$ cat config.mk
export PLATFORM = sky130hd
export DESIGN_NAME = ifid_queue
export DESIGN_NICKNAME = d
export VERILOG_FILES = /design/src/rtl/ifid_pkg.sv /design/src/rtl/ifid_slot.sv /design/src/rtl/ifid_queue.sv
export SDC_FILE = /design/constraint.sdc
export NUM_CORES = 1
export LEC_CHECK = 0
export ABC_AREA = 0
export ABC_CLOCK_PERIOD_IN_PS = 2250
export CAP_MARGIN = 10
export CORE_ASPECT_RATIO = 1.1
export CORE_MARGIN = 5
export CORE_UTILIZATION = 52
export CTS_BUF_LIST = sky130_fd_sc_hd__clkbuf_4 sky130_fd_sc_hd__clkbuf_8
export DETAILED_ROUTE_END_ITERATION = 10
export PLACE_DENSITY_LB_ADDON = 0.12
export SLEW_MARGIN = 20
export SYNTH_ARGS = -nofsm -noshare
export SYNTH_HDL_FRONTEND = slang
export SYNTH_SLANG_ARGS = --single-unit
$ cat constraint.sdc
create_clock -name clk -period 2.25 [get_ports clk]
set_input_delay 0.225 -clock clk [delete_from_list [all_inputs] [get_ports clk]]
set_output_delay 0.225 -clock clk [all_outputs]
set_load 0.005 [all_outputs]
$ cat src/rtl/ifid_pkg.sv
// rtl/ifid_pkg.sv - shared constants and packed entry layout for the IF/ID queue
// Entry grows from 49 to 51 bits when IFID_PREDECODE_EN is defined.
package ifid_pkg;

   localparam logic [15:0] IFID_NOP_INSTR = 16'h0800;
   localparam logic [4:0]  IFID_HALT_OPC  = 5'b00000;
   localparam logic [2:0]  BRANCH_PFX     = 3'b011;
   localparam logic [2:0]  JUMP_PFX       = 3'b001;

   localparam int INSTR_W     = 16;
   localparam int PC_W        = 16;
   localparam int INSTR_LSB   = 0;
   localparam int PC_CURR_LSB = 16;
   localparam int PC_NEXT_LSB = 32;
   localparam int PRED_BIT    = 48;
   localparam int BRANCH_BIT  = 49;
   localparam int JUMP_BIT    = 50;

`ifdef IFID_PREDECODE_EN
   localparam int ENTRY_W = 51;
`else
   localparam int ENTRY_W = 49;
`endif

   function automatic logic is_halt(input logic [15:0] instr, input logic [4:0] opc);
      return instr[15:11] == opc;
   endfunction

endpackage

$ cat src/rtl/ifid_slot.sv
// rtl/ifid_slot.sv - single queue entry register with write-enable
// Cleared asynchronously by the active-low reset.
module ifid_slot
   import ifid_pkg::*;
#(
   parameter int W = ENTRY_W
) (
   input  logic         clk,
   input  logic         rst,
   input  logic         we,
   input  logic [W-1:0] d,
   output logic [W-1:0] q
);

   always_ff @(posedge clk or negedge rst) begin
      if (!rst) begin
         q <= '0;
      end else if (we) begin
         q <= d;
      end
   end

endmodule

$ cat src/rtl/ifid_queue.sv
// rtl/ifid_queue.sv - IF/ID instruction buffer with flush, halt capture and NOP bubbles
// Optional predecode outputs enabled by macro IFID_PREDECODE_EN.
module ifid_queue
   import ifid_pkg::*;
#(
   parameter int          DEPTH     = 2,
   parameter logic [15:0] NOP_INSTR = IFID_NOP_INSTR,
   parameter logic [4:0]  HALT_OPC  = IFID_HALT_OPC
) (
   input  logic                     clk,
   input  logic                     rst,
   input  logic                     in_valid,
   input  logic [15:0]              in_instr,
   input  logic [15:0]              in_pc_curr,
   input  logic [15:0]              in_pc_next,
   input  logic                     in_pred_taken,
   output logic                     in_ready,
   input  logic                     flush,
   input  logic                     out_ready,
   output logic                     out_valid,
   output logic [15:0]              out_instr,
   output logic [15:0]              out_pc_curr,
   output logic [15:0]              out_pc_next,
   output logic                     out_pred_taken,
   output logic                     out_is_branch,
   output logic                     out_is_jump,
   output logic                     halt_seen,
   output logic [$clog2(DEPTH):0]   count,
   output logic                     err
);

   localparam int PW = $clog2(DEPTH);
   localparam int CW = PW + 1;

   logic [PW-1:0]      head;
   logic [PW-1:0]      tail;
   logic [PW-1:0]      wr_idx;
   logic               push;
   logic               pop;
   logic               in_halt;
   logic [ENTRY_W-1:0] wr_entry;
   logic [ENTRY_W-1:0] head_entry;
   logic [ENTRY_W-1:0] slot_q [DEPTH];

   // in_ready depends only on registered state so fetch never sees a path from decode stall.
   assign in_ready = (count < CW'(DEPTH)) && !halt_seen;
   assign push     = in_valid && (flush || in_ready);
   assign pop      = out_valid && out_ready && !flush;
   assign err      = in_valid && !in_ready && !flush;
   assign in_halt  = is_halt(in_instr, HALT_OPC);
   assign wr_idx   = flush ? '0 : tail;

   always_comb begin
      wr_entry = '0;
      wr_entry[INSTR_LSB +: INSTR_W] = in_instr;
      wr_entry[PC_CURR_LSB +: PC_W]  = in_pc_curr;
      wr_entry[PC_NEXT_LSB +: PC_W]  = in_pc_next;
      wr_entry[PRED_BIT]             = in_pred_taken;
`ifdef IFID_PREDECODE_EN
      wr_entry[BRANCH_BIT]           = (in_instr[15:13] == BRANCH_PFX);
      wr_entry[JUMP_BIT]             = (in_instr[15:13] == JUMP_PFX);
`endif
   end

   for (genvar i = 0; i < DEPTH; i++) begin : g_slot
      ifid_slot #(.W(ENTRY_W)) u_slot (
         .clk (clk),
         .rst (rst),
         .we  (push && (wr_idx == PW'(i))),
         .d   (wr_entry),
         .q   (slot_q[i])
      );
   end

   assign head_entry     = slot_q[head];
   assign out_valid      = (count != '0);
   assign out_instr      = out_valid ? head_entry[INSTR_LSB +: INSTR_W] : NOP_INSTR;
   assign out_pc_curr    = out_valid ? head_entry[PC_CURR_LSB +: PC_W] : '0;
   assign out_pc_next    = out_valid ? head_entry[PC_NEXT_LSB +: PC_W] : '0;
   assign out_pred_taken = out_valid && head_entry[PRED_BIT];

`ifdef IFID_PREDECODE_EN
   assign out_is_branch  = out_valid && head_entry[BRANCH_BIT];
   assign out_is_jump    = out_valid && head_entry[JUMP_BIT];
`else
   assign out_is_branch  = 1'b0;
   assign out_is_jump    = 1'b0;
`endif

   // A flush restarts the ring at slot 0; the redirected fetch, if any, becomes the sole entry.
   always_ff @(posedge clk or negedge rst) begin
      if (!rst) begin
         head      <= '0;
         tail      <= '0;
         count     <= '0;
         halt_seen <= 1'b0;
      end else if (flush) begin
         head      <= '0;
         tail      <= push ? PW'(1) : '0;
         count     <= push ? CW'(1) : '0;
         halt_seen <= push && in_halt;
      end else begin
         if (push) begin
            tail <= tail + PW'(1);
         end
         if (pop) begin
            head <= head + PW'(1);
         end
         count <= count + CW'(push) - CW'(pop);
         if (push && in_halt) begin
            halt_seen <= 1'b1;
         end
      end
   end

endmodule

After elaboration in Yosys (flattened, before gate mapping):

Index checks and enable logic that the tools add are counted.

* bits in registers: 103
* input port bits: 54
* output and inout port bits: 57
* logic and storage cells: 49

* add/sub/neg operators: 4
* order comparisons: 2
* mux-type cells: 16
* bitwise gates (word level): 2
* reduce and logical (&&, ||, !) cells: 19

Operator list (count)
* two-way mux 49 bit: 3
* two-way mux 16 bit: 3
* logical AND 1 bit: 10
* two-way mux 1 bit: 9
* nonzero test 2 bit: 4
* logical NOT 5 bit: 1
* logical NOT 1 bit: 3
* adder 1 bit, second input constant: 2
* adder 2 x 1 -> 2 bit: 1
* greater-or-equal comparator 2 bit, second input constant: 1
* less-than comparator 2 bit, second input constant: 1
* two-way mux 2 bit: 1
* NOT 1 -> 2 bit: 1
* subtractor 2 x 1 -> 2 bit: 1
* logical OR 1 bit: 1
* NOT 1 bit: 1

Depth between registers and ports, before layout:

Gate-level depths: netlist of the first run.

* depth in word-level cells: 7
* depth in mapped cells: 7
* depth with buffers taken out: 7

Modules after synthesis:

Synthesis of the first run repeated with hierarchy kept, for this count alone.

* cells, all modules: 352
* area total of the unflattened synthesis: 4817.1 µm²

By module, submodules not included
* ifid_slot: times used 2, cells an instance 103, area each 1864.3 µm², seq. area each 1226.2 µm²
* ifid_queue: times used 1, cells an instance 146, area each 1088.5 µm², seq. area each 125.1 µm²

Worst setup path after synthesis of the first run:

OpenSTA, ideal clock, no wires.

* path kind: reg-to-reg
* start: register count[1]
* end: register g_slot[0].u_slot.q[0]
* library setup time: 0.125 ns
* arrival: 1.574 ns
* data required time: 2.125 ns
* setup slack: 0.551 ns
* cell stages (with the launch flop): 5
* buffers on the path: 1
* clock period less this slack: 1.699 ns
* path through: dfrtp_1 > or3_1 > a21oi_4 > buf_6 > mux2_2

* cells in the longest elaborated chain, start to end: 5

RTL lines
* from (decl): line ifid_queue.sv:28 `output logic [$clog2(DEPTH):0] count,`
* from (signal assigned): line ifid_queue.sv:100 `count <= push ? CW'(1) : '0;`
* from (signal assigned): line ifid_queue.sv:109 `count <= count + CW'(push) - CW'(pop);`
* less-than comparator 2 bit: line ifid_queue.sv:46 `assign in_ready = (count < CW'(DEPTH)) && !halt_seen;`
* logical AND 1 bit: line ifid_queue.sv:46
* logical OR 1 bit: line ifid_queue.sv:47 `assign push = in_valid && (flush || in_ready);`
* logical AND 1 bit: line ifid_queue.sv:47
* logical AND 1 bit: line ifid_queue.sv:69 `.we (push && (wr_idx == PW'(i))),`
* to (signal assigned): line ifid_slot.sv:17 `q <= '0;`
* to (signal assigned): line ifid_slot.sv:19 `q <= d;`
* to (decl): line ifid_slot.sv:12 `output logic [W-1:0] q`

No other way between the ends.
A chain may end at the register's enable or synchronous reset.

Final worst setup path of the first run:

* start: register count[1]
* end: output out_instr[11]

* cells in the longest elaborated chain, start to end: 2

RTL lines
* nonzero test 2 bit: line ifid_queue.sv:76 `assign out_valid = (count != '0);`
* two-way mux 16 bit: line ifid_queue.sv:77 `assign out_instr = out_valid ? head_entry[INSTR_LSB +: INSTR_W] : NOP_INSTR;`
* to (decl): line ifid_queue.sv:21 `output logic [15:0] out_instr,`

No other way between the ends.

==> results.md, run 1 <==
* Status: completed
* Arr. time, crit path at 1.88 ns
* Clock transition at path regs at approximately 0.090 ns
* Number of global-route vias before repair at 3,338
* Cell count after synthesis at 349
* Final GP Congestion at ~0.74
* Residual DRC at 0
* Largest net degree at the start of global routing at 50
* Fin crit period at 2.101 ns
* Layout Nets at 518
* DR vias at 3,032
* Global-route wire length before repair at around 16,000 microns
* Post-synth top area cell: dfrtp_1
* Fraction of registers with async set/reset at 100.0%
* Post-route ant nets at 0
* Die extent in x at 100.5 microns
* GRT busiest layer: met2
* Row Count at 36
* Final setup vio count at 0
* Port buffer count at 108
* Setup_tns at 0 ns
* Largest cells by area after synthesis: dfrtp_1 55%, mux2_2 23%, mux2i_1 10%
* Ports at about 110
* Met3 Usage GRT at under 10%
* Area grow syn2layout at 32.66%
* DPL Wire Length at 6783 microns
* Max Cap Violations at 0
* M2 GR Usage at 31.72%
* Worst slew pin tran at 0.5453 ns
* Root buf cell: clkbuf_8
* DR WL/cell at 16.81 microns
* H-Tree Depth at 3
* Fin util at 70.35%
* Max IR drop VDD at a little under 0.8 mV
* Total track usage at about a fifth
* CTS tree: done
* Max Clk Rate at 475.9 MHz
* R2r startpoint: count[1]
* Count leader, synth: dfrtp_1
* Crit Path Max Fanout at 27
* DRT Pass-1 Iters at 4
* Fin crit share at 93.38%
* Ys flop type: dfrtp_1
* Die area at 0.01100 sq mm
* Crit. Startpoint: count[1]
* RSZ-0062 raised after global routing: false
* Max-slew headroom at between 60% and 70%
* Max-slew violations at 0
* Clk sinks at 103
* Met1 Use GR at 24.29%
* DRT Wirelength at 9748 microns
* Ant diodes at 0
* Clk Latency, worst-skew pair at between 0.3 and 0.4 ns
* Seq cells post-synth at 103
* Starting Density at between 50% and 60%
* Syn Std Cell Area at 0.004682 sq mm
* P_leak at 2.607 nW
* Register area share after synthesis at a little under three fifths
* Final Hold Violating Endpoints at 0
* Grt ovf at 0
* Required time worst endpoint at 2.03 ns
* Number of flops mapped to enable cells by yosys at 0
* Floorplan core area at 0.008828 sq mm
* Worst setup margin at 0.1489 ns
* Hold crit path type: primary input to asynchronous set/reset pin
* Library cells used by synthesis at 26
* Layout cells sized above 1 at 28.33%
* Startpoint Class: flip-flop
* Initial antenna violation count at 0
* Commonest cells in the netlist: 103 x dfrtp_1, 95 x mux2_2, 52 x nor2_1, 49 x mux2i_1, 8 x buf_2
* Clk buf depth at 2
* Via/cell ratio at 5.228
* Syn avg cell area at between 10 and 15 sq um
* Clk_skew at 0.004888 ns
* Yosys warns at 0
* Pre-CTS setup slack at 0.2366 ns
* PwrDens at around 1200 mW/mm^2
* Post-synth top area share at 55.05%
* Detailed Route Iter0 Violations at 100
* Fillers at 658
* Critical Path End Type: output port
* TritonCTS Buffers at 9
* Critical path type: flip-flop to output port
* Die Y at 109.5 microns
## where the power goes
part / internal [W] / switching, W / total (W)
logic: 0.00206 / 0.00125 / 0.00331
registers: 0.00255 / 0.000378 / 0.00293
clock network: 0.000757 / 0.000593 / 0.00135
total: 0.00538 / 0.00222 / 0.00759
## sequential cells by signal, summed over array words and instances (netlist names)
register	count
g_slot.u_slot.q	98
halt_seen	1
count	2
head	1
tail	1
## worst max-delay path: stages, from the launching register on
cell and delay [ns]:
dfrtp_2 0.48, nor2_4 0.17, buf_8 0.22, inv_1 0.08, nand2_1 0.06, clkdlybuf4s50_1 0.50
## placed cells by master, fill, tap and decap left out, types with 2 or more instances in the layout
cell	count
buf_12	6
buf_4	9
bufinv_16	3
clkbuf_4	2
clkbuf_8	9
clkdlybuf4s50_1	107
conb_1	2
dfrtp_1	101
dfrtp_2	2
ha_1	2
inv_1	4
mux2_1	4
mux2_2	95
mux2i_1	49
nand2_1	2
nor2_1	51
o21ai_0	2
xor2_1	2
## what timing repair did
action | CTS | global route
setup buffers | 0 | 3
pin swaps | 0 | 0
gates resized for setup | 1 | 2
endpoints found under the setup margin | 1 | 2
hold endpoints to repair | 40 | 0
hold buffers | 1 | 0
## final timing paths
kind / to / slack (ns) / cells past startpoint
min in group clk: g_slot[0].u_slot.q[42] / 0.49 / 2
max in group asynchronous: count[1] / 1.21 / 3
worst max register to register: g_slot[0].u_slot.q[4] / 0.42 / 4
worst max-delay path: out_instr[11] / 0.15 / 5
worst min-delay path: g_slot[0].u_slot.q[34] / 0.38 / 2
worst min register to register: g_slot[0].u_slot.q[47] / 0.50 / 1
## logic make-up after synthesis
family / share of synthesized area, %
other cells: 0.08009
compound gates: 1.096
simple gates: 4.971
buf+inv: 3.421
xor+xnor: 0.5613
flops: 55.05
mux: 34.29
fa+ha+maj: 0.5344
## area by class of cell
cell class / instances / area (sq um) / area share, %
Inverter: 4 / 15.01 / 0.2417
Timing Repair Buffer: 124 / 1284 / 20.67
Multi-Input combinational cell: 220 / 1956 / 31.49
Clock buffer: 11 / 138.9 / 2.236
Clock inverter: 4 / 95.09 / 1.531
Sequential cell: 103 / 2580 / 41.54
Tap cell: 114 / 142.6 / 2.297
## per-layer routing
metal	share of wire, %	routed length [microns]
met5	0	0
met3	5.7	560
met2	50	4836
met1	43	4236
met4	1.2	114
## metrics by stage
stage / cells / area (sq um) / hold WS, ns / power (W)
after CTS: 577 / 6183 / 0.4106 / 0.007682
final: 580 / 6211 / 0.3818 / 0.007595
after floorplan: 350 / 4686 / -0.07059 / 0.004599
after global placement: 561 / 5936 / 0.2444 / 0.006176
after detailed placement: 561 / 5936 / 0.2474 / 0.006286
after global routing: 580 / 6211 / 0.4175 / 0.008132
Power figures use the tool's default switching activity.
==> run 2: changes to the inputs <==
Settings changed: CORE_UTILIZATION 52 to 65, DONT_BUFFER_PORTS set to 1.
==> results.md, run 2 (synthesis results as in run 1) <==
* Status: finished with violations
* Failing checks: hold timing
* Clk Latency, worst-skew pair at about 0.35 ns
* Area grow syn2layout at 6.788%
* Most common cell after layout, fill and taps aside: dfrtp_1
* P_leak at 2.136 nW
* Final Hold Violating Endpoints at about 100
* Max Cap Violations at 0
* Residual DRC at 0
* WP depth at 4
* Final cell count without fillers at 441
* Max Clk Rate at 512.4 MHz
* Hold crit path type: primary input to asynchronous set/reset pin
* Final GP Congestion at roughly 0.79
* Number of global-route vias before repair at between 3,000 and 4,000
* Clock transition at path regs at 0.09 ns
* DRT Wirelength at 8799 microns
* Row Count at 32
* Crit. Startpoint: count[1]
* TritonCTS Buffers at 9
* Crit path largest cell delay at ~0.51 ns
* R2R cell count at 4
* Max FFs per register at 98
* DPL Wire Length at about 5900 microns
* Post-route ant nets at 0
* Floorplan core area at 0.007007 sq mm
* Regs by FF count: g_slot.u_slot.q x98, count x2
* Critical path type: flip-flop to flip-flop
* Max IR drop VDD at 1.080 mV
* Fin crit period at between 1.5 and 2 ns
* H-Tree Depth at 3
* Ant diodes at 0
* Most frequent cells in the layout: 102 x dfrtp_1, 95 x mux2_2, 51 x nor2_1
* Fillers at 529
* Setup bufs post-CTS at 0
* Die Y at 99.02 microns
* PwrDens at 1251 mW/mm^2
* Initial antenna violation count at 0
* Crit Path Max Fanout at 50
* Required time worst endpoint at 2.49 ns
* Ports at 111
* Largest net degree at the start of global routing at between 100 and 150
* Die extent in x at approximately 90 microns
* Buf/Inv on CP at 1
* Register name with the most flops: g_slot.u_slot.q
* RSZ-0062 raised after global routing: false
* Clk sinks at 103
* Hold_ws at -0.4406 ns
* Layout cells sized above 1 at 34.83%
* # resized after CTS at 0
* Fin crit share at 86.74%
* Via/cell ratio at 6.016
* Grt ovf at 0
* Slowest stage cell, crit path: dfrtp_1
* Port buffer count at 0
* Startpoint Class: flip-flop
* Critical Path End Type: flip-flop
* Detailed Route Iter0 Violations at 98
* Final setup vio count at 0
* Critical path cell sequence: or3_1 -> a21oi_4 -> buf_12 -> mux2_2
* R2r startpoint: count[1]
* # hold bufs at CTS at 4
* Setup_tns at 0 ns
* DRT Pass-1 Iters at 4
* Layout Nets at between 400 and 500
* CTS tree: done
* CP delay by family, top: flip-flops
* Root buf cell: clkbuf_8
* Clk_skew at 0.009660 ns
* Max-slew violations at 0
* Global-route wire length before repair at 15,000 microns
* Starting Density at 66.82%
* Clk buf depth at 2
* DR vias at between 2,000 and 3,000
* Arr. time, crit path at 2.19 ns
* DR WL/cell at 19.95 microns
* Placed insts at 420
* Die area at 0.009002 sq mm
* Total track usage at 20.57%
==> run 2: cell types whose count changed in the layout (fill, tap and decap cells not counted) <==
cell,delta
clkdlybuf4s50_1,-107
dlygate4sd3_1,+4
buf_8,-1
clkinvlp_4,+3
dfrtp_1,+1
dfrtp_2,-1
buf_12,-5
bufinv_16,-1
clkinv_2,-1
buf_4,-2
==> run 2: path summary, 6_finish.rpt <==
kind,to,slack [ns]
worst max-delay path,g_slot[0].u_slot.q[34],0.30
worst min-delay path,g_slot[1].u_slot.q[29],-0.44
worst max register to register,g_slot[0].u_slot.q[34],0.30
worst min register to register,g_slot[0].u_slot.q[42],0.50
max in group asynchronous,g_slot[0].u_slot.q[48],2.57
min in group clk,g_slot[0].u_slot.q[47],0.01
==> run 2: final cells by class <==
type	instances	area (sq um)	area share, %
sequential	103	2579	51.58
tap	85	106.4	2.127
inverter	4	15.01	0.3003
multi-input combinational	220	1956	39.11
clock inverter	5	82.58	1.652
clock buffer	11	138.9	2.778
timing repair buffer	13	122.6	2.452
==> run 2: per-stage QoR <==
stage	total power (W)	setup WS, ns	hold slack, ns	cell area (sq um)	utilization [%]
2_1_floorplan	0.004599	0.5510	-0.07059	4686	-
3_3_place_gp	0.004966	0.3540	-0.06733	4728	67.48
3_5_place_dp	0.005081	0.3218	-0.06790	4728	67.48
4_1_cts	0.006329	0.3102	-0.4590	4990	71.21
5_1_grt	0.006709	0.2334	-0.4645	5000	71.36
6_report	0.006253	0.2982	-0.4406	5000	71.36
==> run 2: power by group <==
part / internal (W) / switching (W)
logic: 0.00104 / 0.00100
registers: 0.00255 / 0.000404
clock network: 0.000652 / 0.000602
==> run 2: per-layer routing <==
layer	global-route usage (%)	routed length, microns
met4	4.628	99
met5	0	0
met3	8.244	726
met1	24.50	3547
met2	35.13	4426
